**src/rtl/cru_pkg.sv**
```systemverilog
// Shared types and constants for the CRU bit-serial sequencer.
package cru_pkg;

   typedef enum logic [1:0] {
      IDLE   = 2'd0,
      SETUP  = 2'd1,
      STROBE = 2'd2,
      DONE   = 2'd3
   } cru_state_t;

   localparam logic CRU_OP_STCR = 1'b0;
   localparam logic CRU_OP_LDCR = 1'b1;

   // CRU addresses are byte addresses, so consecutive bits are two apart
   localparam logic [15:0] CRU_ADDR_STEP = 16'd2;

endpackage

```
**src/rtl/cru_bit_timer.sv**
```systemverilog
// Per-phase down-counter: load a cycle count minus one, tc is high on the phase's last cycle.
module cru_bit_timer #(
   parameter int WIDTH = 4
) (
   input  logic             clk,
   input  logic             rst,
   input  logic             load,
   input  logic [WIDTH-1:0] load_value,
   output logic             tc
);

   logic [WIDTH-1:0] cnt;

   always_ff @(posedge clk or posedge rst) begin
      if (rst) begin
         cnt <= '0;
      end else if (load) begin
         cnt <= load_value;
      end else if (cnt != '0) begin
         cnt <= cnt - WIDTH'(1);
      end
   end

   assign tc = (cnt == '0);

endmodule

```
**src/rtl/cru_seq.sv**
```systemverilog
// CRU bit-serial transfer sequencer (STCR read / LDCR write).
// Optional abort input is built when CRU_SEQ_ABORT_EN is defined.
module cru_seq
   import cru_pkg::*;
#(
   parameter int SETTLE_CYCLES = 1,
   parameter int STROBE_CYCLES = 2
) (
   input  logic        clk,
   input  logic        rst,
   input  logic        start,
   input  logic        op,
   input  logic [15:0] base,
   input  logic [3:0]  count,
   input  logic [15:0] wdata,
   output logic        busy,
   output logic        done,
   output logic [15:0] rdata,
   output logic [15:0] ab,
   output logic        cruout,
   output logic        cruclk,
   input  logic        cruin
`ifdef CRU_SEQ_ABORT_EN
   ,
   input  logic        abort
`endif
);

   localparam logic [3:0] SETTLE_LOAD = 4'(SETTLE_CYCLES - 1);
   localparam logic [3:0] STROBE_LOAD = 4'(STROBE_CYCLES - 1);

   cru_state_t  state, state_nxt;
   logic        op_q;
   logic [15:0] wdata_q;
   logic [3:0]  idx;
   logic [3:0]  last_idx;
   logic [3:0]  idx_nxt;
   logic        last_bit;

   logic        timer_load;
   logic [3:0]  timer_value;
   logic        timer_tc;
   logic        accept;
   logic        sample;
   logic        advance;
   logic        abort_act;

   assign idx_nxt  = idx + 4'd1;
   assign last_bit = (idx == last_idx);

`ifdef CRU_SEQ_ABORT_EN
   assign abort_act = abort && ((state == SETUP) || (state == STROBE));
`else
   assign abort_act = 1'b0;
`endif

   cru_bit_timer #(
      .WIDTH(4)
   ) u_timer (
      .clk       (clk),
      .rst       (rst),
      .load      (timer_load),
      .load_value(timer_value),
      .tc        (timer_tc)
   );

   always_ff @(posedge clk or posedge rst) begin
      if (rst) begin
         state <= IDLE;
      end else begin
         state <= state_nxt;
      end
   end

   // Reads sample on the last settle cycle; writes follow settle with a strobe phase.
   always_comb begin
      state_nxt   = state;
      timer_load  = 1'b0;
      timer_value = SETTLE_LOAD;
      accept      = 1'b0;
      sample      = 1'b0;
      advance     = 1'b0;
      unique case (state)
         IDLE: begin
            if (start) begin
               accept     = 1'b1;
               timer_load = 1'b1;
               state_nxt  = SETUP;
            end
         end
         SETUP: begin
            if (abort_act) begin
               state_nxt = DONE;
            end else if (timer_tc) begin
               if (op_q == CRU_OP_LDCR) begin
                  timer_load  = 1'b1;
                  timer_value = STROBE_LOAD;
                  state_nxt   = STROBE;
               end else begin
                  sample = 1'b1;
                  if (last_bit) begin
                     state_nxt = DONE;
                  end else begin
                     advance    = 1'b1;
                     timer_load = 1'b1;
                  end
               end
            end
         end
         STROBE: begin
            if (abort_act) begin
               state_nxt = DONE;
            end else if (timer_tc) begin
               if (last_bit) begin
                  state_nxt = DONE;
               end else begin
                  advance    = 1'b1;
                  timer_load = 1'b1;
                  state_nxt  = SETUP;
               end
            end
         end
         DONE: begin
            state_nxt = IDLE;
         end
         default: begin
            state_nxt = IDLE;
         end
      endcase
   end

   // Transfer datapath: address, write bit and read shift target.
   always_ff @(posedge clk or posedge rst) begin
      if (rst) begin
         op_q     <= CRU_OP_STCR;
         wdata_q  <= '0;
         last_idx <= '0;
         idx      <= '0;
         rdata    <= '0;
         ab       <= '0;
         cruout   <= 1'b0;
      end else if (accept) begin
         op_q     <= op;
         wdata_q  <= wdata;
         last_idx <= count - 4'd1;
         idx      <= '0;
         rdata    <= '0;
         ab       <= base;
         cruout   <= wdata[0];
      end else begin
         if (sample) begin
            rdata[idx] <= cruin;
         end
         if (advance) begin
            idx    <= idx_nxt;
            ab     <= ab + CRU_ADDR_STEP;
            cruout <= wdata_q[idx_nxt];
         end
      end
   end

   assign busy   = (state == SETUP) || (state == STROBE);
   assign done   = (state == DONE);
   assign cruclk = !((state == STROBE) && !abort_act);

endmodule

```
**config.mk**
```make
export PLATFORM = sky130hd
export DESIGN_NAME = cru_seq
export DESIGN_NICKNAME = d
export VERILOG_FILES = /design/src/rtl/cru_pkg.sv /design/src/rtl/cru_bit_timer.sv /design/src/rtl/cru_seq.sv
export SDC_FILE = /design/constraint.sdc
export NUM_CORES = 1
export LEC_CHECK = 0
export CORE_ASPECT_RATIO = 1.75
export CORE_MARGIN = 2
export CORE_UTILIZATION = 50
export CTS_CLUSTER_DIAMETER = 80
export DETAILED_ROUTE_END_ITERATION = 7
export PLACE_DENSITY = 0.79
export SYNTH_ARGS = -nofsm -noshare
export SYNTH_HDL_FRONTEND = slang
export SYNTH_SLANG_ARGS = --single-unit
```
**constraint.sdc**
```tcl
create_clock -name clk -period 7.5 [get_ports clk]
set_clock_uncertainty 0.2 [all_clocks]
set_input_delay 1.5 -clock clk [delete_from_list [all_inputs] [get_ports clk]]
set_output_delay 1.5 -clock clk [all_outputs]
set_load 0.05 [all_outputs]
```
Yosys cells after proc, flatten, opt, wreduce, memory -nomap -nowiden

Index checks and enable logic that the tools add are counted.

Flip-flop bits (word level): 64
Input bits: 41
Output and inout bits: 36
Logic and storage cells: 72

$add $sub $neg: 4
$lt $le $gt $ge: 3
Equality and inequality tests: 8
Mux-type cells: 38
Reductions and logical operators: 10

Operators by type and width:

| operator                                                                            | count |
|---|---|
| 16-bit two-way mux                                                                  | 4 |
| 4-bit two-way mux                                                                   | 5 |
| 1-bit two-way mux                                                                   | 17 |
| 16-bit by 2-bit adder with 16-bit output, second input constant                     | 1 |
| 16-bit bitwise mux                                                                  | 1 |
| 2-bit two-way mux                                                                   | 6 |
| 4-bit by 5-bit < comparator with 1-bit output, second input constant                | 2 |
| 2-bit case mux with 4 select lines                                                  | 1 |
| 4-bit by 1-bit subtractor with 4-bit output, second input constant                  | 2 |
| 2-bit != test, second input constant                                                | 3 |
| 2-bit nonzero test                                                                  | 3 |
| 4-bit by 1-bit adder with 4-bit output, second input constant                       | 1 |
| 1-bit binary-select mux with 4-bit select                                           | 1 |
| 1-bit demux with 4-bit select                                                       | 1 |
| 2-bit == test, second input constant                                                | 2 |
| 4-bit == test                                                                       | 1 |
| 4-bit by 1-bit greater-or-equal comparator with 1-bit output, second input constant | 1 |
| 4-bit logical NOT                                                                   | 1 |
| 4-bit AND reduction                                                                 | 1 |
| 4-bit nonzero test                                                                  | 1 |
| 3-bit != test, second input constant                                                | 1 |
| 1-bit case mux with 3 select lines                                                  | 1 |
| 2-bit by 1-bit == test with 1-bit output, second input constant                     | 1 |
| 2-bit logical NOT                                                                   | 1 |
| 4 further kinds                                                                     | 4 |

Depth between registers and ports, before layout

Depth after elaboration: 7
Gate-level depth with buffers: 9
Mapped depth without buffers: 7

Cells and area by module

A second synthesis with hierarchy kept.

Cell total of the unflattened synthesis: 376
Area total of the unflattened synthesis: 3450.8 µm²

By module, submodules not included:

| module        | times used | cells each | area each (µm²) | sequential area each (µm²) |
|---|---|---|---|---|
| cru_seq       | 1          | 353        | 3214.3          | 1501.4 |
| cru_bit_timer | 1          | 23         | 236.5           | 100.1 |

Worst setup path after synthesis

OpenSTA, ideal clock, no wires.

Path kind: reg2out
Start point: register state[0]
End point: output port busy
Arrival: 1070 ps
Path slack: 4730 ps
Stages on the path, launching flop included: 3
Cell sequence: dfrtp_1 -> inv_1 -> ha_1

Cells in the longest elaborated chain, start to end: 2
Elaborated cells between the ends (all ways): 3

RTL lines:

| item                                                                      | line           | text |
|---|---|---|
| start: declaration                                                        | cru_seq.sv:32  | `cru_state_t state, state_nxt;` |
| start signal: assignment                                                  | cru_seq.sv:71  | `state <= state_nxt;` |
| 2-bit by 1-bit == test with 1-bit output or 2-bit == test (tied branches) | cru_seq.sv:162 | `assign busy = (state == SETUP) \|\| (state == STROBE);` |
| 1-bit logical OR *                                                        | cru_seq.sv:162 |  |
| end: declaration                                                          | cru_seq.sv:16  | `output logic busy,` |

Mark *: on every way between the ends. The rest lies on a longest branch, timed or not.

Final worst setup path

Start point: register state[0]
End point: output port cruclk

Cells in the longest elaborated chain, start to end: 2

RTL lines:

| item              | line           | text |
|---|---|---|
| 2-bit == test     | cru_seq.sv:164 | `assign cruclk = !((state == STROBE) && !abort_act);` |
| 1-bit logical NOT | cru_seq.sv:164 |  |
| end: declaration  | cru_seq.sv:21  | `output logic cruclk,` |

No other way between the ends.

==> impl_metrics.env <==
export IMPL_p_leak_uw=0.00197
export IMPL_yosys_area_top_type="dfrtp_1"
export IMPL_track_usage_pct=23.0
export IMPL_min_period_ns=3.69
export IMPL_yosys_register_bits=64
export IMPL_reg2reg_depth=7
export IMPL_synthArstFlopShare_pct=100
export IMPL_core_area_um2=6860
export IMPL_cts_hold_buf=0
export IMPL_gp_congestion=0.813
export IMPL_cts_tree="built"
export IMPL_hold_viol=0
export IMPL_antenna_found_initial=0
export IMPL_synthFlopType="dfrtp_1"
export IMPL_grt_pass1_vias=3023
export IMPL_die_w_um=67.7
export IMPL_fin_tns_setup_ns=0
export IMPL_grt_max_degree=65
export IMPL_avgSynthCellArea_um2=8.94
export IMPL_yosysWarnings=0
export IMPL_post_route_drc_count=0
export IMPL_drive_gt1_share_pct=6.65
export IMPL_cap_violations=0
export IMPL_synthTopCellsByArea="dfrtp_1 (45%), nand2_1 (11%), ha_1 (4.6%), mux4_2 (4.4%), nand3_1 (3.7%)"
export IMPL_fillers=547
export IMPL_start_util_pct=51.8
export IMPL_row_count=40
export IMPL_cts_sinks=64
export IMPL_fin_crit_sh_pct=49.3
export IMPL_ir_worst_vdd_v=0.000274
export IMPL_synth_nets=451
export IMPL_slew_viol_final=0
export IMPL_io_buffers=76
export IMPL_regArea_um2=1600
export IMPL_avgRoutedWirePerCell_um=14.7
export IMPL_overflow=0
export IMPL_holdPathStages=2
export IMPL_relSlewSlack_pct=30.6
export IMPL_cp_start_kind="flop"
export IMPL_worstPathArrival_ns=1.99
export IMPL_ys_seq_area_share_pct=45.1
export IMPL_setup_violations=0
export IMPL_multi_input_area_um2=1810
export IMPL_vias=3036
export IMPL_cts_setup_buffers=0
export IMPL_ctsResizeCount=0
export IMPL_crit_path_max_fanout=7
export IMPL_powerDensity_nw_per_um2=396
export IMPL_first_iter_violations=280
export IMPL_insertion_delay_ns=0.33
export IMPL_grt_first_pass_wirelength_um=13600
export IMPL_endpoint_kind="output pin"
export IMPL_area_growth_pct=29.7
export IMPL_worstHoldPathType="reg -> reg"
export IMPL_drt_wl_total_um=8060
export IMPL_pin_count=77
export IMPL_final_antenna_net_count=0
export IMPL_htree_levels=3
export IMPL_die_h_um=115
export IMPL_dieArea_um2=7820
export IMPL_hpwl_um=5550
export IMPL_synth_edff_count=0
export IMPL_post_route_util_pct=67.2
export IMPL_path_class="reg -> out"
export IMPL_vias_per_cell=5.52
export IMPL_dr_pass1_iters=5
export IMPL_worstPathRequired_ns=5.80
export IMPL_n_antenna_cell=0
export IMPL_worst_pin_slew_ns=1.04
export IMPL_numCtsBuffers=9
export IMPL_status="finished, final reports clean"
export IMPL_synth_cell_types=46
export IMPL_syn_inst=397
export IMPL_fmax_mhz=271
export IMPL_root_buffer="clkbuf_16"
export IMPL_clk_pin_slew_ns=0.06
export IMPL_synth_area_um2=3550
export IMPL_clockBufferDepth=2
export IMPL_layout_nets=515
export IMPL_rsz0062_at_grt="no"
export IMPL_yosys_area_top_type_share_pct=45.1
==> layout make-up <==
cell class	count	area share (%)
tap	84	2.28
timing repair buffer	79	17.0
sequential	64	34.8
inverter	11	0.897
clock buffer	12	5.35
multi-input combinational	296	39.2
clock inverter	4	0.435
==> final timing paths <==
check                                              to                    start  slack, ns
min in group asynchronous  u_timer.cnt[3]$_DFFE_PP0P_                      rst       1.52
min                           wdata_q[13]$_DFFE_PP0P_  wdata_q[13]$_DFFE_PP0P_       0.28
max                                            cruclk     state[0]$_DFFE_PP0P_       3.81
max reg2reg                        ab[14]$_DFFE_PP0P_     state[1]$_DFFE_PP0P_       4.22
max in group asynchronous          ab[15]$_DFFE_PP0P_                      rst       5.04
min reg2reg                   wdata_q[13]$_DFFE_PP0P_  wdata_q[13]$_DFFE_PP0P_       0.28
==> flip-flops by register name, indices dropped and copies added (netlist names) <==
name         flops
ab              16
rdata           16
wdata_q         16
idx              4
last_idx         4
u_timer.cnt      4
state            2
cruout           1
op_q             1
==> kinds of logic after synthesis <==
kind of cell	share of synthesized area (%)
xor gates and xnor gates	4.19
and+or+nand+nor	26.1
buffers and inverters	4.02
muxes	6.42
DFF	45.1
AOI/OAI and AO/OA	9.55
adders and majority gates	4.58
==> synthesized netlist by cell type, types with 2 or more instances <==
library cell / number
a211o_1: 2
a21oi_1: 15
a31oi_1: 7
and3_1: 6
buf_1: 4
buf_2: 3
clkbuf_1: 19
dfrtp_1: 64
ha_1: 13
inv_1: 11
mux2i_1: 7
mux4_2: 7
nand2_1: 107
nand2b_1: 3
nand3_1: 26
nand4_1: 2
nor2_1: 21
nor2b_1: 4
nor3_1: 6
nor3b_1: 3
nor4_1: 2
o211ai_1: 3
o21ai_0: 16
o31a_1: 2
o31ai_1: 2
or3_1: 6
or4_1: 2
xnor2_1: 13
xor2_1: 4
==> per-stage QoR <==
stage	hold slack (ns)	instance area [um2]	power (uW)	std cells	setup slack (ns)
CTS	0.280	4600	1830	550	3.80
global route	0.315	4600	1940	550	3.71
global placement	0.265	4340	1430	534	4.08
floorplan	0.240	3550	1210	397	4.20
finish	0.276	4600	1820	550	3.81
detailed placement	0.267	4340	1450	534	4.04
==> critical path, cell delays in order (launching register included) <==
cell and delay (ns):
dfrtp_1 0.44, inv_1 0.11, ha_1 0.26, inv_1 0.06
clkdlybuf4s50_1 0.79
==> metal layers <==
layer / up-vias / routed length [um] / GRT usage, %
li1: 1481 / - / -
met1: 1463 / 3130 / 25.3
met2: 74 / 4380 / 40.4
met3: 18 / 305 / 5.73
met4: 0 / 237 / 10.3
met5: - / 0 / 0
==> where the power goes <==
| group | switching, uW | internal (uW) | total (uW) |
|---|---|---|---|
| Sequential | 131 | 467 | 598 |
| Clock | 141 | 230 | 371 |
| Combinational | 512 | 344 | 856 |
| Total | 783 | 1040 | 1820 |
==> placed cells by master, fill, tap and decap left out, types with 3 or more instances in the layout <==
cell and count:
inv_1 10, nand2_1 107, clkdlybuf4s50_1 76, xor2_1 4
nor2b_1 4, mux4_2 7, nand2b_1 3, mux2i_1 7
nor3_1 6, nor2_1 21, o21ai_0 16, buf_4 3
and3_1 6, o211ai_1 3, nor3b_1 3, or3_1 6
a31oi_1 7, nand3_1 26, a21oi_1 15, dfrtp_1 64
ha_1 13, xnor2_1 13, clkbuf_16 9, clkinv_2 4
Power figures use the tool's default switching activity.
